`config.mk`:
```
export PLATFORM = sky130hd
export DESIGN_NAME = nibble_serial_subtractor_flat
export DESIGN_NICKNAME = d
export VERILOG_FILES = /design/src/rtl/alu_pkg.sv /design/src/rtl/nibble_serial_subtractor_if.sv /design/src/rtl/four_bit_subtractor.sv /design/src/rtl/nibble_serial_subtractor.sv /design/src/flat_wrapper.sv
export SDC_FILE = /design/constraint.sdc
export NUM_CORES = 1
export LEC_CHECK = 0
export CAP_MARGIN = 20
export CELL_PAD_IN_SITES_DETAIL_PLACEMENT = 1
export CELL_PAD_IN_SITES_GLOBAL_PLACEMENT = 2
export CORE_MARGIN = 2
export CORE_UTILIZATION = 29
export CTS_CLUSTER_DIAMETER = 30
export DETAILED_ROUTE_END_ITERATION = 8
export PLACE_DENSITY_LB_ADDON = 0.1
export REMOVE_ABC_BUFFERS = 1
export SYNTH_ARGS = -nofsm -noshare
export SYNTH_HDL_FRONTEND = slang
export SYNTH_HIERARCHICAL = 1
export SYNTH_SLANG_ARGS = --single-unit
export TNS_END_PERCENT = 5
```
`constraint.sdc`:
```
create_clock -name clk -period 4.9 [get_ports clk]
set_input_delay 0.98 -clock clk [delete_from_list [all_inputs] [get_ports clk]]
set_output_delay 0.98 -clock clk [all_outputs]
set_load 0.01 [all_outputs]
```
`src/rtl/alu_pkg.sv`:
```
// Shared ALU datapath constants and the serial subtractor state type.
package alu_pkg;
  localparam int ALU_WIDTH  = 32;
  localparam int ALU_NIBBLE = 4;

  typedef enum logic [1:0] {
    IDLE = 2'd0,
    RUN  = 2'd1,
    DONE = 2'd2
  } sub_state_t;
endpackage

```
`src/rtl/nibble_serial_subtractor_if.sv`:
```
// Request/result bundle of the nibble-serial subtractor.
// Handshake: a transfer happens on a rising edge where valid and ready are both high;
// the producer holds valid (and data) until it sees ready, and ready may not wait on valid.
interface nibble_serial_subtractor_if
  import alu_pkg::*;
#(
  parameter int WIDTH = ALU_WIDTH
);
  logic             start_valid;
  logic             start_ready;
  logic [WIDTH-1:0] a;
  logic [WIDTH-1:0] b;
  logic             done_valid;
  logic             done_ready;
  logic [WIDTH-1:0] diff;
  logic             borrow;
  logic             overflow;
  logic             zero;

  modport master (
    output start_valid, a, b, done_ready,
    input  start_ready, done_valid, diff, borrow, overflow, zero
  );

  modport slave (
    input  start_valid, a, b, done_ready,
    output start_ready, done_valid, diff, borrow, overflow, zero
  );
endinterface

```
`src/rtl/four_bit_subtractor.sv`:
```
// Combinational 4-bit subtract with borrow-in/borrow-out: d = a - b - bi.
module four_bit_subtractor (
  input  logic [3:0] a,
  input  logic [3:0] b,
  input  logic       bi,
  output logic [3:0] d,
  output logic       bo
);
  logic [4:0] wide;

  // Bit 4 of the 5-bit difference is set exactly when a < b + bi.
  assign wide = {1'b0, a} - {1'b0, b} - {4'b0000, bi};
  assign d    = wide[3:0];
  assign bo   = wide[4];
endmodule

```
`src/rtl/nibble_serial_subtractor.sv`:
```
// 32-bit a - b computed one nibble per clock, LSB nibble first, through a single
// time-multiplexed 4-bit subtractor with a registered borrow chain.
module nibble_serial_subtractor
  import alu_pkg::*;
#(
  parameter int WIDTH  = ALU_WIDTH,
  parameter int NIBBLE = ALU_NIBBLE
) (
  input  logic                               clk,
  input  logic                               reset,
  nibble_serial_subtractor_if.slave          bus,
  output sub_state_t                         state_dbg,
  output logic [$clog2(WIDTH/NIBBLE)-1:0]    count_dbg
);
  localparam int NSTEPS = WIDTH / NIBBLE;
  localparam int CW     = $clog2(NSTEPS);
  localparam logic [CW-1:0] LAST = CW'(NSTEPS - 1);

  sub_state_t       state_q, state_d;
  logic [CW-1:0]    count_q, count_d;
  logic [WIDTH-1:0] a_q, a_d, b_q, b_d;
  logic             chain_q, chain_d;
  logic [WIDTH-1:0] diff_q, diff_d;
  logic             borrow_q, borrow_d;
  logic             ovf_q, ovf_d;
  logic             zero_q, zero_d;

  logic [NIBBLE-1:0] a_nib, b_nib, nib_d;
  logic              nib_bo;

  assign a_nib = a_q[int'(count_q)*NIBBLE +: NIBBLE];
  assign b_nib = b_q[int'(count_q)*NIBBLE +: NIBBLE];

  four_bit_subtractor u_sub (
    .a  (a_nib),
    .b  (b_nib),
    .bi (chain_q),
    .d  (nib_d),
    .bo (nib_bo)
  );

  always_comb begin
    state_d         = state_q;
    count_d         = count_q;
    a_d             = a_q;
    b_d             = b_q;
    chain_d         = chain_q;
    diff_d          = diff_q;
    borrow_d        = borrow_q;
    ovf_d           = ovf_q;
    zero_d          = zero_q;
    bus.start_ready = 1'b0;
    bus.done_valid  = 1'b0;
    case (state_q)
      IDLE: begin
        bus.start_ready = 1'b1;
        if (bus.start_valid) begin
          a_d     = bus.a;
          b_d     = bus.b;
          chain_d = 1'b0;
          count_d = '0;
          state_d = RUN;
        end
      end
      RUN: begin
        diff_d[int'(count_q)*NIBBLE +: NIBBLE] = nib_d;
        chain_d = nib_bo;
        if (count_q == LAST) begin
          // Flags are committed only once the top nibble is known.
          borrow_d = nib_bo;
          ovf_d    = (a_q[WIDTH-1] != b_q[WIDTH-1]) && (nib_d[NIBBLE-1] != a_q[WIDTH-1]);
          zero_d   = ~|diff_d;
          count_d  = '0;
          state_d  = DONE;
        end else begin
          count_d = count_q + 1'b1;
        end
      end
      DONE: begin
        bus.done_valid = 1'b1;
        if (bus.done_ready) state_d = IDLE;
      end
      default: state_d = IDLE;
    endcase
  end

  always_ff @(posedge clk) begin
    if (reset) begin
      state_q  <= IDLE;
      count_q  <= '0;
      a_q      <= '0;
      b_q      <= '0;
      chain_q  <= 1'b0;
      diff_q   <= '0;
      borrow_q <= 1'b0;
      ovf_q    <= 1'b0;
      zero_q   <= 1'b0;
    end else begin
      state_q  <= state_d;
      count_q  <= count_d;
      a_q      <= a_d;
      b_q      <= b_d;
      chain_q  <= chain_d;
      diff_q   <= diff_d;
      borrow_q <= borrow_d;
      ovf_q    <= ovf_d;
      zero_q   <= zero_d;
    end
  end

  assign bus.diff     = diff_q;
  assign bus.borrow   = borrow_q;
  assign bus.overflow = ovf_q;
  assign bus.zero     = zero_q;
  assign state_dbg    = state_q;
  assign count_dbg    = count_q;
endmodule

```
`src/flat_wrapper.sv`:
```
// flat-port wrapper written by rule: the top's interface ports become plain ports
module nibble_serial_subtractor_flat import alu_pkg::*;
#(
  parameter int WIDTH  = ALU_WIDTH,
  parameter int NIBBLE = ALU_NIBBLE
)
  (clk, reset, state_dbg, count_dbg, bus_start_valid, bus_a, bus_b, bus_done_ready, bus_start_ready, bus_done_valid, bus_diff, bus_borrow, bus_overflow, bus_zero);
  nibble_serial_subtractor_if #(.WIDTH(WIDTH)) bus_i ();
  input  logic clk;
  input  logic reset;
  output sub_state_t state_dbg;
  output logic [$clog2(WIDTH/NIBBLE)-1:0] count_dbg;
  input wire logic [$bits(bus_i.start_valid)-1:0] bus_start_valid;
  input wire logic [$bits(bus_i.a)-1:0] bus_a;
  input wire logic [$bits(bus_i.b)-1:0] bus_b;
  input wire logic [$bits(bus_i.done_ready)-1:0] bus_done_ready;
  output wire logic [$bits(bus_i.start_ready)-1:0] bus_start_ready;
  output wire logic [$bits(bus_i.done_valid)-1:0] bus_done_valid;
  output wire logic [$bits(bus_i.diff)-1:0] bus_diff;
  output wire logic [$bits(bus_i.borrow)-1:0] bus_borrow;
  output wire logic [$bits(bus_i.overflow)-1:0] bus_overflow;
  output wire logic [$bits(bus_i.zero)-1:0] bus_zero;
  assign bus_i.start_valid = bus_start_valid;
  assign bus_i.a = bus_a;
  assign bus_i.b = bus_b;
  assign bus_i.done_ready = bus_done_ready;
  assign bus_start_ready = bus_i.start_ready;
  assign bus_done_valid = bus_i.done_valid;
  assign bus_diff = bus_i.diff;
  assign bus_borrow = bus_i.borrow;
  assign bus_overflow = bus_i.overflow;
  assign bus_zero = bus_i.zero;
  nibble_serial_subtractor #(.WIDTH(WIDTH), .NIBBLE(NIBBLE)) u_core (.clk(clk), .reset(reset), .bus(bus_i), .state_dbg(state_dbg), .count_dbg(count_dbg));
endmodule
```
# Word-level counts from Yosys, hierarchy flattened

Index checks and enable logic that the tools add are counted.

Flip-flop bits (word level): 105
Input port bits: 68
Logic and storage cells: 46

Add/subtract/negate cells: 4
Eq/ne operators: 8
Shift-type cells: 4
Multiplexer cells: 12
Reduce and logical (&&, ||, !) cells: 9

Operators with widths:

| cell                    | count |
|---|---|
| $shiftx 32x6->4         | 2 |
| $neg 5->33              | 1 |
| $shift 4x33->32 const A | 1 |
| $shiftx 4x33->32        | 1 |
| $bwmux 32               | 1 |
| $reduce_or 32->1        | 1 |
| $mux 2                  | 3 |
| $mux 3                  | 2 |
| $pmux 2 s3              | 1 |
| $pmux 3 s2              | 1 |
| $reduce_and 2->1        | 3 |
| $sub 4x4->5             | 1 |
| $sub 5x1->5             | 1 |
| $ne 2x2->1 const B      | 2 |
| $add 3x1->3 const B     | 1 |
| $eq 3x3->1 const B      | 1 |
| $mux 1                  | 3 |
| $reduce_and 3->1        | 1 |
| $eq 2x1->1 const B      | 1 |
| $eq 2x2->1 const B      | 1 |
| $logic_not 2->1         | 1 |
| $ne 1x1->1              | 2 |
| $ne 2x1->1 const B      | 1 |
| $pmux 1 s2              | 1 |
| 3 further kinds         | 3 |

# Depth between registers and ports, before layout

Gate-level depths: netlist of the first run.

Depth after elaboration: 7
Mapped depth: 17
Gate-level depth less buffers: 15

# Cells and area by module

Netlist of the first run, hierarchy kept.

Modules (own cells, without submodules):

| module                   | instances | cells an instance | area each (um^2) | seq. area each (um^2) |
|---|---|---|---|---|
| nibble_serial_subtractor | 1         | 566               | 4690.7           | 2102.0 |
| four_bit_subtractor      | 1         | 24                | 207.7            | 0.0 |

# Worst setup path after synthesis of the first run

OpenSTA, ideal clock, no wires.

Path kind: reg2reg
From: register u_core.count_q[1], in the netlist u_core/count_dbg[1]
To: register u_core.zero_q, in the netlist u_core/bus.zero
Library setup time: 0.069 ns
Arrival: 3.564 ns
Slack: 1.267 ns
Stages on the path, launching flop included: 17
Path buffers: 2
Period minus slack after synthesis: 3.633 ns
Path through: dfxtp_1 buf_2 buf_1 mux4_2 nand2_1 nand2_1 fa_1 inv_1 ha_1 o21ai_0 nand3b_1 xor2_1 nor4_2 nor4b_1 nor4b_1 nand4_1 o21ai_1

Word-level cells in the longest chain between the ends: 7
Elaborated cells on any way between the ends: 12

Ends and longest elaborated chain:

| item                   | line                            | RTL |
|---|---|---|
| from (decl)            | nibble_serial_subtractor.sv:20  | `logic [CW-1:0] count_q, count_d;` |
| from (signal assigned) | nibble_serial_subtractor.sv:100 | `count_q <= count_d;` |
| $shiftx 32x6->4        | nibble_serial_subtractor.sv:31  | `assign a_nib = a_q[int'(count_q)*NIBBLE +: NIBBLE];` |
| net u_core.a_nib[0]    | nibble_serial_subtractor.sv:28  | `logic [NIBBLE-1:0] a_nib, b_nib, nib_d;` |
| $sub 4x4->5            | four_bit_subtractor.sv:12       | `assign wide = {1'b0, a} - {1'b0, b} - {4'b0000, bi};` |
| $sub 5x1->5            | four_bit_subtractor.sv:12       |  |
| net u_core.nib_d[3]    | nibble_serial_subtractor.sv:28  |  |
| $shiftx 4x33->32       | nibble_serial_subtractor.sv:66  | `diff_d[int'(count_q)*NIBBLE +: NIBBLE] = nib_d;` |
| $bwmux 32              | nibble_serial_subtractor.sv:66  |  |
| $reduce_or 32->1       | nibble_serial_subtractor.sv:72  | `zero_d = ~\|diff_d;` |
| $logic_not 1->1        | nibble_serial_subtractor.sv:72  |  |
| to (signal assigned)   | nibble_serial_subtractor.sv:107 | `zero_q <= zero_d;` |
| to (decl)              | nibble_serial_subtractor.sv:26  | `logic zero_q, zero_d;` |

The timed path passes the listed nets, and every way through them passes these cells.
A chain may end at the register's enable or synchronous reset.

# Worst setup path in the final report of the first run

From: register u_core.count_q[0], in the netlist u_core/count_dbg[0]
To: register u_core.zero_q, in the netlist u_core/bus.zero

The elaborated chain is that of the path after synthesis.

==> results of run 1 <==
## cell usage after synthesis (2+ instances only)
cell | count | area (µm²)
nor3_1 | 6 | 30.0
nand2_1 | 174 | 653
a31oi_1 | 6 | 37.5
nand3b_1 | 4 | 30.0
nand2b_1 | 7 | 43.8
inv_1 | 11 | 41.3
mux2i_1 | 20 | 200
and3_1 | 3 | 18.8
buf_4 | 2 | 15.0
nor2b_1 | 6 | 37.5
or3_1 | 3 | 18.8
and3_2 | 2 | 15.0
dfxtp_1 | 105 | 2100
nand4_1 | 6 | 37.5
o21ai_0 | 2 | 10.0
fa_1 | 2 | 40.0
and2_1 | 4 | 25.0
xor2_1 | 4 | 35.0
ha_1 | 11 | 138
buf_2 | 17 | 85.1
nor4_1 | 4 | 25.0
clkbuf_1 | 18 | 67.6
a21oi_1 | 83 | 415
nor2_1 | 31 | 116
nor4b_1 | 2 | 17.5
mux4_2 | 16 | 360
nand3_1 | 17 | 85.1
## critical path: cells and delay by family (launching register included)
kind	cells	cell delay, ns
compound gates	2	0.29
xor+xnor	1	0.24
fa+ha+maj	2	0.73
buf+inv	1	0.05
flops	1	0.55
mux	1	0.55
simple gates	7	1.30
## metal layers
layer,share of wire (%),vias up
met5,0,-
met4,1.6,0
met3,3.1,14
met2,50,81
met1,45,2094
li1,-,2181
## flip-flops by register name, indices dropped and copies added (netlist names)
name                 count
u_core/chain_q           1
u_core/a_q              32
u_core/bus.diff         32
u_core/bus.zero          1
u_core/count_dbg         3
u_core/b_q              32
u_core/state_dbg         2
u_core/bus.overflow      1
u_core/bus.borrow        1
## kinds of logic after synthesis
group / Yosys count / share of synthesized area [%]
AO/OA/AOI/OAI: 103 / 11.5
XOR/XNOR: 5 / 0.894
adder cells (fa/ha/maj): 13 / 3.63
buffers and inverters: 50 / 4.42
flip-flops: 105 / 42.9
multiplexers: 37 / 11.7
AND/OR/NAND/NOR: 277 / 25.0
## worst max-delay path by stage
stage | endpoint | slack, ns | cells after the start
finish | u_core/bus.zero | 1.10 | 14
CTS | u_core/bus.zero | 1.06 | 14
detailed placement | u_core/bus.zero | 1.07 | 14
global route | u_core/bus.zero | 0.74 | 14
floorplan | u_core/bus.zero | 0.77 | 14
global placement | u_core/bus.zero | 1.23 | 14
## power breakdown
group | internal, µW | switching [µW] | total (µW)
combinational | 155 | 188 | 343
clock | 461 | 320 | 782
sequential | 891 | 27.3 | 918
total | 1510 | 535 | 2040
## through the flow
| step | std cells | hold WS, ns | utilization [%] | power, µW |
|---|---|---|---|---|
| final | 902 | 0.456 | 39.2 | 2040 |
| after CTS | 901 | 0.457 | 39.0 | 2070 |
| after detailed placement | 886 | 0.447 | 37.1 | 1280 |
| after global routing | 902 | 0.477 | 39.2 | 2160 |
| after global placement | 886 | 0.441 | 37.1 | 1280 |
| after floorplan | 552 | 0.427 | - | 1130 |
## layout make-up
| class | count | area share, % |
|---|---|---|
| multi-input combinational | 435 | 39.9 |
| timing repair buffer | 115 | 17.7 |
| clock inverter | 4 | 1.18 |
| sequential | 105 | 32.5 |
| tap | 220 | 4.25 |
| clock buffer | 11 | 3.75 |
| inverter | 12 | 0.696 |
==> results.py, run 1 <==
metrics = {
    "final_layout": {
        "finalNetCount": 759,
        "layout_commonest_cell": "nand2_1",
        "synthToLayoutAreaGrowth_pct": 32.1,
        "register_area_um2": 2100,
        "multi_input_area_um2": 2580,
        "filler_cell_count": 1946,
        "antenna_cells": 0,
        "layout_common_cells": "nand2_1 (173), clkdlybuf4s50_1 (108), dfxtp_1 (104), a21oi_1 (83), nor2_1 (31)",
        "stdcell_area_um2": 6470,
        "drive_gt1_share_pct": 7.33,
    },
    "detailed_routing": {
        "route.detailed.drc": 0,
        "drt_first_iter_violations": 135,
        "first_pass_iters": 4,
        "route.antenna.remaining_nets": 0,
        "vias": 4370,
        "post_drt_wl_per_cell_um": 15.5,
        "total_length_of_routed_wires_um": 14000,
        "post_drt_via_cell_ratio": 4.84,
    },
    "clock_tree": {
        "max-clock-path-buffers": 2,
        "clockRootBuffer": "clkbuf_16",
        "cts_num_sinks": 105,
        "worst_skew_pair.late_latency_ns": 0.34,
        "clkTransAtPathRegs_ns": 0.07,
        "post-cts-setup-buffers": 0,
        "tritoncts_clock_tree": "done",
        "post_cts_resize_count": 0,
        "cts_inserted_buffers": 9,
        "number_of_buffers_inserted_by_hold_repair_at_cts": 0,
        "htree_num_levels": 3,
    },
    "place": {
        "total_of_buffers_placed_on_input_and_output_ports": 109,
        "post_place_cell_area_um2": 6130,
        "post-dp-hpwl_um": 10400,
        "gp_congestion": 0.826,
        "dp_slack_ns": 1.07,
    },
    "grt": {
        "met1_usage_pct": 19.6,
        "grt_util_met3_pct": 2.23,
        "grtUsageTotal_pct": 16.0,
        "pin_count_of_the_biggest_net_entering_global_routing": 68,
        "wire_length_of_the_first_global_routing_pass_um": 23000,
        "remaining_global_route_overflow": 0,
        "busiest_layer": "met2",
        "grt_util_met2_pct": 28.6,
        "grt_pass1_vias": 4594,
        "antenna_found_initial": 0,
    },
    "yosys": {
        "synthCells": 590,
        "synth_warnings": 6,
        "ys_dominant_reg_cell": "dfxtp_1",
        "synth_enable_flop_cells": 0,
        "yosysSeqAreaShare_pct": 42.9,
        "synthesis.area_per_instance_um2": 8.30,
        "netlist_area_um2": 4900,
        "ys_seq_elements": 105,
        "synth.lib_cells_used.distinct": 51,
        "synth_async_sr_flop_share_pct": 0,
    },
    "critical_path": {
        "critPathLaunch": "u_core/count_dbg[0]",
        "crit_path_top_delay_cell": "fa_1",
        "rr_startpoint": "u_core/count_dbg[0]",
        "critPathLaunchType": "flip-flop",
        "crit_end_category": "flip-flop",
        "timing.setup.critical_path_class": "flip-flop to flip-flop",
        "r2r_slack_ns": 1.10,
        "rr_worst_depth": 14,
        "crit-reg2reg-capture": "u_core/bus.zero",
        "critical_path.cell_chain": "mux4_2 -> nand2_1 -> nand2_1 -> fa_1 -> inv_1 -> ha_1 -> o21ai_0 -> nand3b_1 -> xor2_1 -> nor4_2 -> nor4b_1 -> nor4b_1 -> nand4_1 -> o21ai_1",
        "worst_path_max_stage_delay_ns": 0.57,
        "critical_path_required_ns": 5.18,
        "critical_path_arrival_ns": 4.08,
        "critical_path.max_fanout": 10,
    },
    "floorplan": {
        "start_util_pct": 29.6,
        "pin_count": 110,
        "placementRows": 47,
        "die_height_um": 134,
        "placeableCoreArea_um2": 16500,
        "dieWidth_um": 134,
        "die_area_um2": 17900,
    },
    "power": {
        "pwr_cell_area_nw_per_um2": 316,
        "max_rail_drop_vdd_uv": 179,
        "p_leak_uw": 0.00245,
    },
    "timing": {
        "clock_skew_ns": 0.00590,
        "finalSetupViolations": 0,
        "final_clock_period_utilization_by_the_worst_path_pct": 77.6,
        "crit_path_time_final_ns": 3.80,
        "max_freq_mhz": 263,
        "finalHoldViolations": 0,
        "final.setup.tns_ns": 0,
        "slew_headroom_pct": 46.2,
        "rsz_0062_raised_after_global_routing": "no",
        "tightest_slew_ns": 0.805,
        "finalMaxSlewViolations": 0,
        "fin_ws_ns": 1.10,
    },
    "min_path": {
        "worstHoldEndpoint": "u_core/a_q[9]",
        "min-delay-start": "u_core/a_q[9]",
        "hold_path_class": "flip-flop to flip-flop",
        "whs_path_depth": 2,
    },
    "run": {
        "cap_violations": 0,
    },
    "status": {
        "status": "finished, final reports clean",
    },
}
(Power assumes the default switching activity.)
==> inputs of run 2 (changes only) <==
==> constraint.sdc (replaced) <==
create_clock -name clk -period 4 [get_ports clk]
set_input_delay 0.8 -clock clk [delete_from_list [all_inputs] [get_ports clk]]
set_output_delay 0.8 -clock clk [all_outputs]
set_load 0.01 [all_outputs]
==> results.py, run 2 (synthesized netlist as in run 1, its figures left out) <==
metrics = {
    "status": {
        "status": "finished, final reports clean",
    },
    "min_path": {
        "hold_path_class": "flip-flop to flip-flop",
        "worstHoldEndpoint": "u_core/b_q[17]",
        "min-delay-start": "u_core/b_q[17]",
        "whs_path_depth": 2,
    },
    "grt": {
        "wire_length_of_the_first_global_routing_pass_um": 24000,
        "pin_count_of_the_biggest_net_entering_global_routing": 69,
        "grt_pass1_vias": 4682,
        "antenna_found_initial": 0,
        "grtUsageTotal_pct": 16.8,
        "remaining_global_route_overflow": 0,
    },
    "power": {
        "total_power_uw": 2380,
        "max_rail_drop_vdd_uv": 230,
        "pwr_cell_area_nw_per_um2": 369,
        "p_leak_uw": 0.00244,
    },
    "clock_tree": {
        "max-clock-path-buffers": 2,
        "htree_num_levels": 3,
        "clockRootBuffer": "clkbuf_16",
        "post-cts-setup-buffers": 0,
        "tritoncts_clock_tree": "done",
        "cts_num_sinks": 105,
        "post_cts_resize_count": 0,
        "number_of_buffers_inserted_by_hold_repair_at_cts": 0,
        "clkTransAtPathRegs_ns": 0.07,
        "worst_skew_pair.late_latency_ns": 0.34,
        "cts_inserted_buffers": 9,
    },
    "final_layout": {
        "synthToLayoutAreaGrowth_pct": 31.5,
        "stdcell_area_um2": 6440,
        "layout_common_cells": "nand2_1 (173), clkdlybuf4s50_1 (108), dfxtp_1 (104), a21oi_1 (83), nor2_1 (31)",
        "drive_gt1_share_pct": 7.47,
        "layout_commonest_cell": "nand2_1",
        "layout.core_utilization_pct": 39.0,
        "multi_input_area_um2": 2600,
        "antenna_cells": 0,
        "finalNetCount": 760,
        "register_area_um2": 2100,
        "instances_no_fill": 903,
        "filler_cell_count": 1940,
    },
    "timing": {
        "tightest_slew_ns": 0.790,
        "max_freq_mhz": 280,
        "finalMaxSlewViolations": 0,
        "final_clock_period_utilization_by_the_worst_path_pct": 89.2,
        "slew_headroom_pct": 47.2,
        "finalHoldViolations": 0,
        "crit_path_time_final_ns": 3.57,
        "finalSetupViolations": 0,
        "rsz_0062_raised_after_global_routing": "no",
        "hold_slack_ns": 0.455,
        "clock_skew_ns": 0.00661,
    },
    "detailed_routing": {
        "drt_first_iter_violations": 119,
        "vias": 4355,
        "route.detailed.drc": 0,
        "first_pass_iters": 4,
        "post_drt_wl_per_cell_um": 16.1,
        "total_length_of_routed_wires_um": 14500,
        "route.antenna.remaining_nets": 0,
        "post_drt_via_cell_ratio": 4.82,
    },
    "floorplan": {
        "placeableCoreArea_um2": 16500,
        "start_util_pct": 29.6,
        "die_area_um2": 17900,
        "pin_count": 110,
        "placementRows": 47,
        "die_height_um": 134,
        "dieWidth_um": 134,
    },
    "critical_path": {
        "critical_path_required_ns": 4.28,
        "crit_end_category": "flip-flop",
        "rr_startpoint": "u_core/count_dbg[0]",
        "path_delay_family": "adder cells",
        "critPathLaunchType": "flip-flop",
        "r2r_slack_ns": 0.43,
        "critical_path.max_fanout": 8,
        "critical_path_buf_inv_count": 0,
        "critical_path_arrival_ns": 3.85,
        "rr_worst_depth": 11,
        "crit_path_top_delay_cell": "mux4_2",
        "worst_path_max_stage_delay_ns": 0.55,
        "crit-reg2reg-capture": "u_core/bus.zero",
        "critical_path.cell_chain": "mux4_2 -> nand2_1 -> nand2_1 -> fa_1 -> fa_1 -> xor2_1 -> or3_1 -> a41o_1 -> a22oi_2 -> o211ai_1 -> o21ai_1",
        "timing.setup.critical_path_class": "flip-flop to flip-flop",
    },
    "place": {
        "place.detailed.instances": 887,
        "gp_congestion": 0.833,
        "post-dp-hpwl_um": 10500,
        "post_place_cell_area_um2": 6140,
        "total_of_buffers_placed_on_input_and_output_ports": 109,
    },
    "run": {
        "cap_violations": 0,
    },
}
-- run 2: metrics by stage --
step / TNS [ns] / worst slack, ns
floorplan: -0.134 / -0.134
global route: 0 / 0.135
finish: 0 / 0.430
detailed placement: 0 / 0.267
global placement: 0 / 0.501
CTS: 0 / 0.237
-- run 2: routing by layer --
metal / global-route usage, % / wire length (µm)
met1: 20.9 / 6600
met2: 29.5 / 7200
met3: 2.65 / 436
met4: 6.21 / 270
met5: 0 / 0
-- run 2: how the worst max path moves through the flow --
stage | from | slack, ns | depth (start not counted) | endpoint
after CTS | u_core/count_dbg[0] | 0.24 | 13 | u_core/bus.zero
after floorplan | u_core/count_dbg[0] | -0.13 | 14 | u_core/bus.zero
final | u_core/count_dbg[0] | 0.43 | 11 | u_core/bus.zero
after global placement | u_core/count_dbg[0] | 0.50 | 13 | u_core/bus.zero
after global routing | u_core/count_dbg[0] | 0.13 | 14 | u_core/bus.zero
after detailed placement | u_core/count_dbg[0] | 0.27 | 13 | u_core/bus.zero
-- run 2: tightest hold or removal path, stage by stage (launching register included) --
cell and delay [ns]:
dfxtp_1 0.31, nand2_1 0.05, a21oi_1 0.05
-- run 2: power by group --
part	total (µW)	internal [µW]	switching [µW]
Clock	811	434	376
Combinational	445	199	245
Sequential	1120	1090	31.2
Total	2380	1730	653
-- run 2: area by class of cell --
| class | count | area share, % |
|---|---|---|
| well taps | 220 | 4.27 |
| clock buffers | 12 | 3.83 |
| inverters | 12 | 0.699 |
| flip-flops and latches | 105 | 32.6 |
| clock inverters | 3 | 0.272 |
| multi-input cells | 435 | 40.3 |
| repair buffers | 116 | 18.0 |
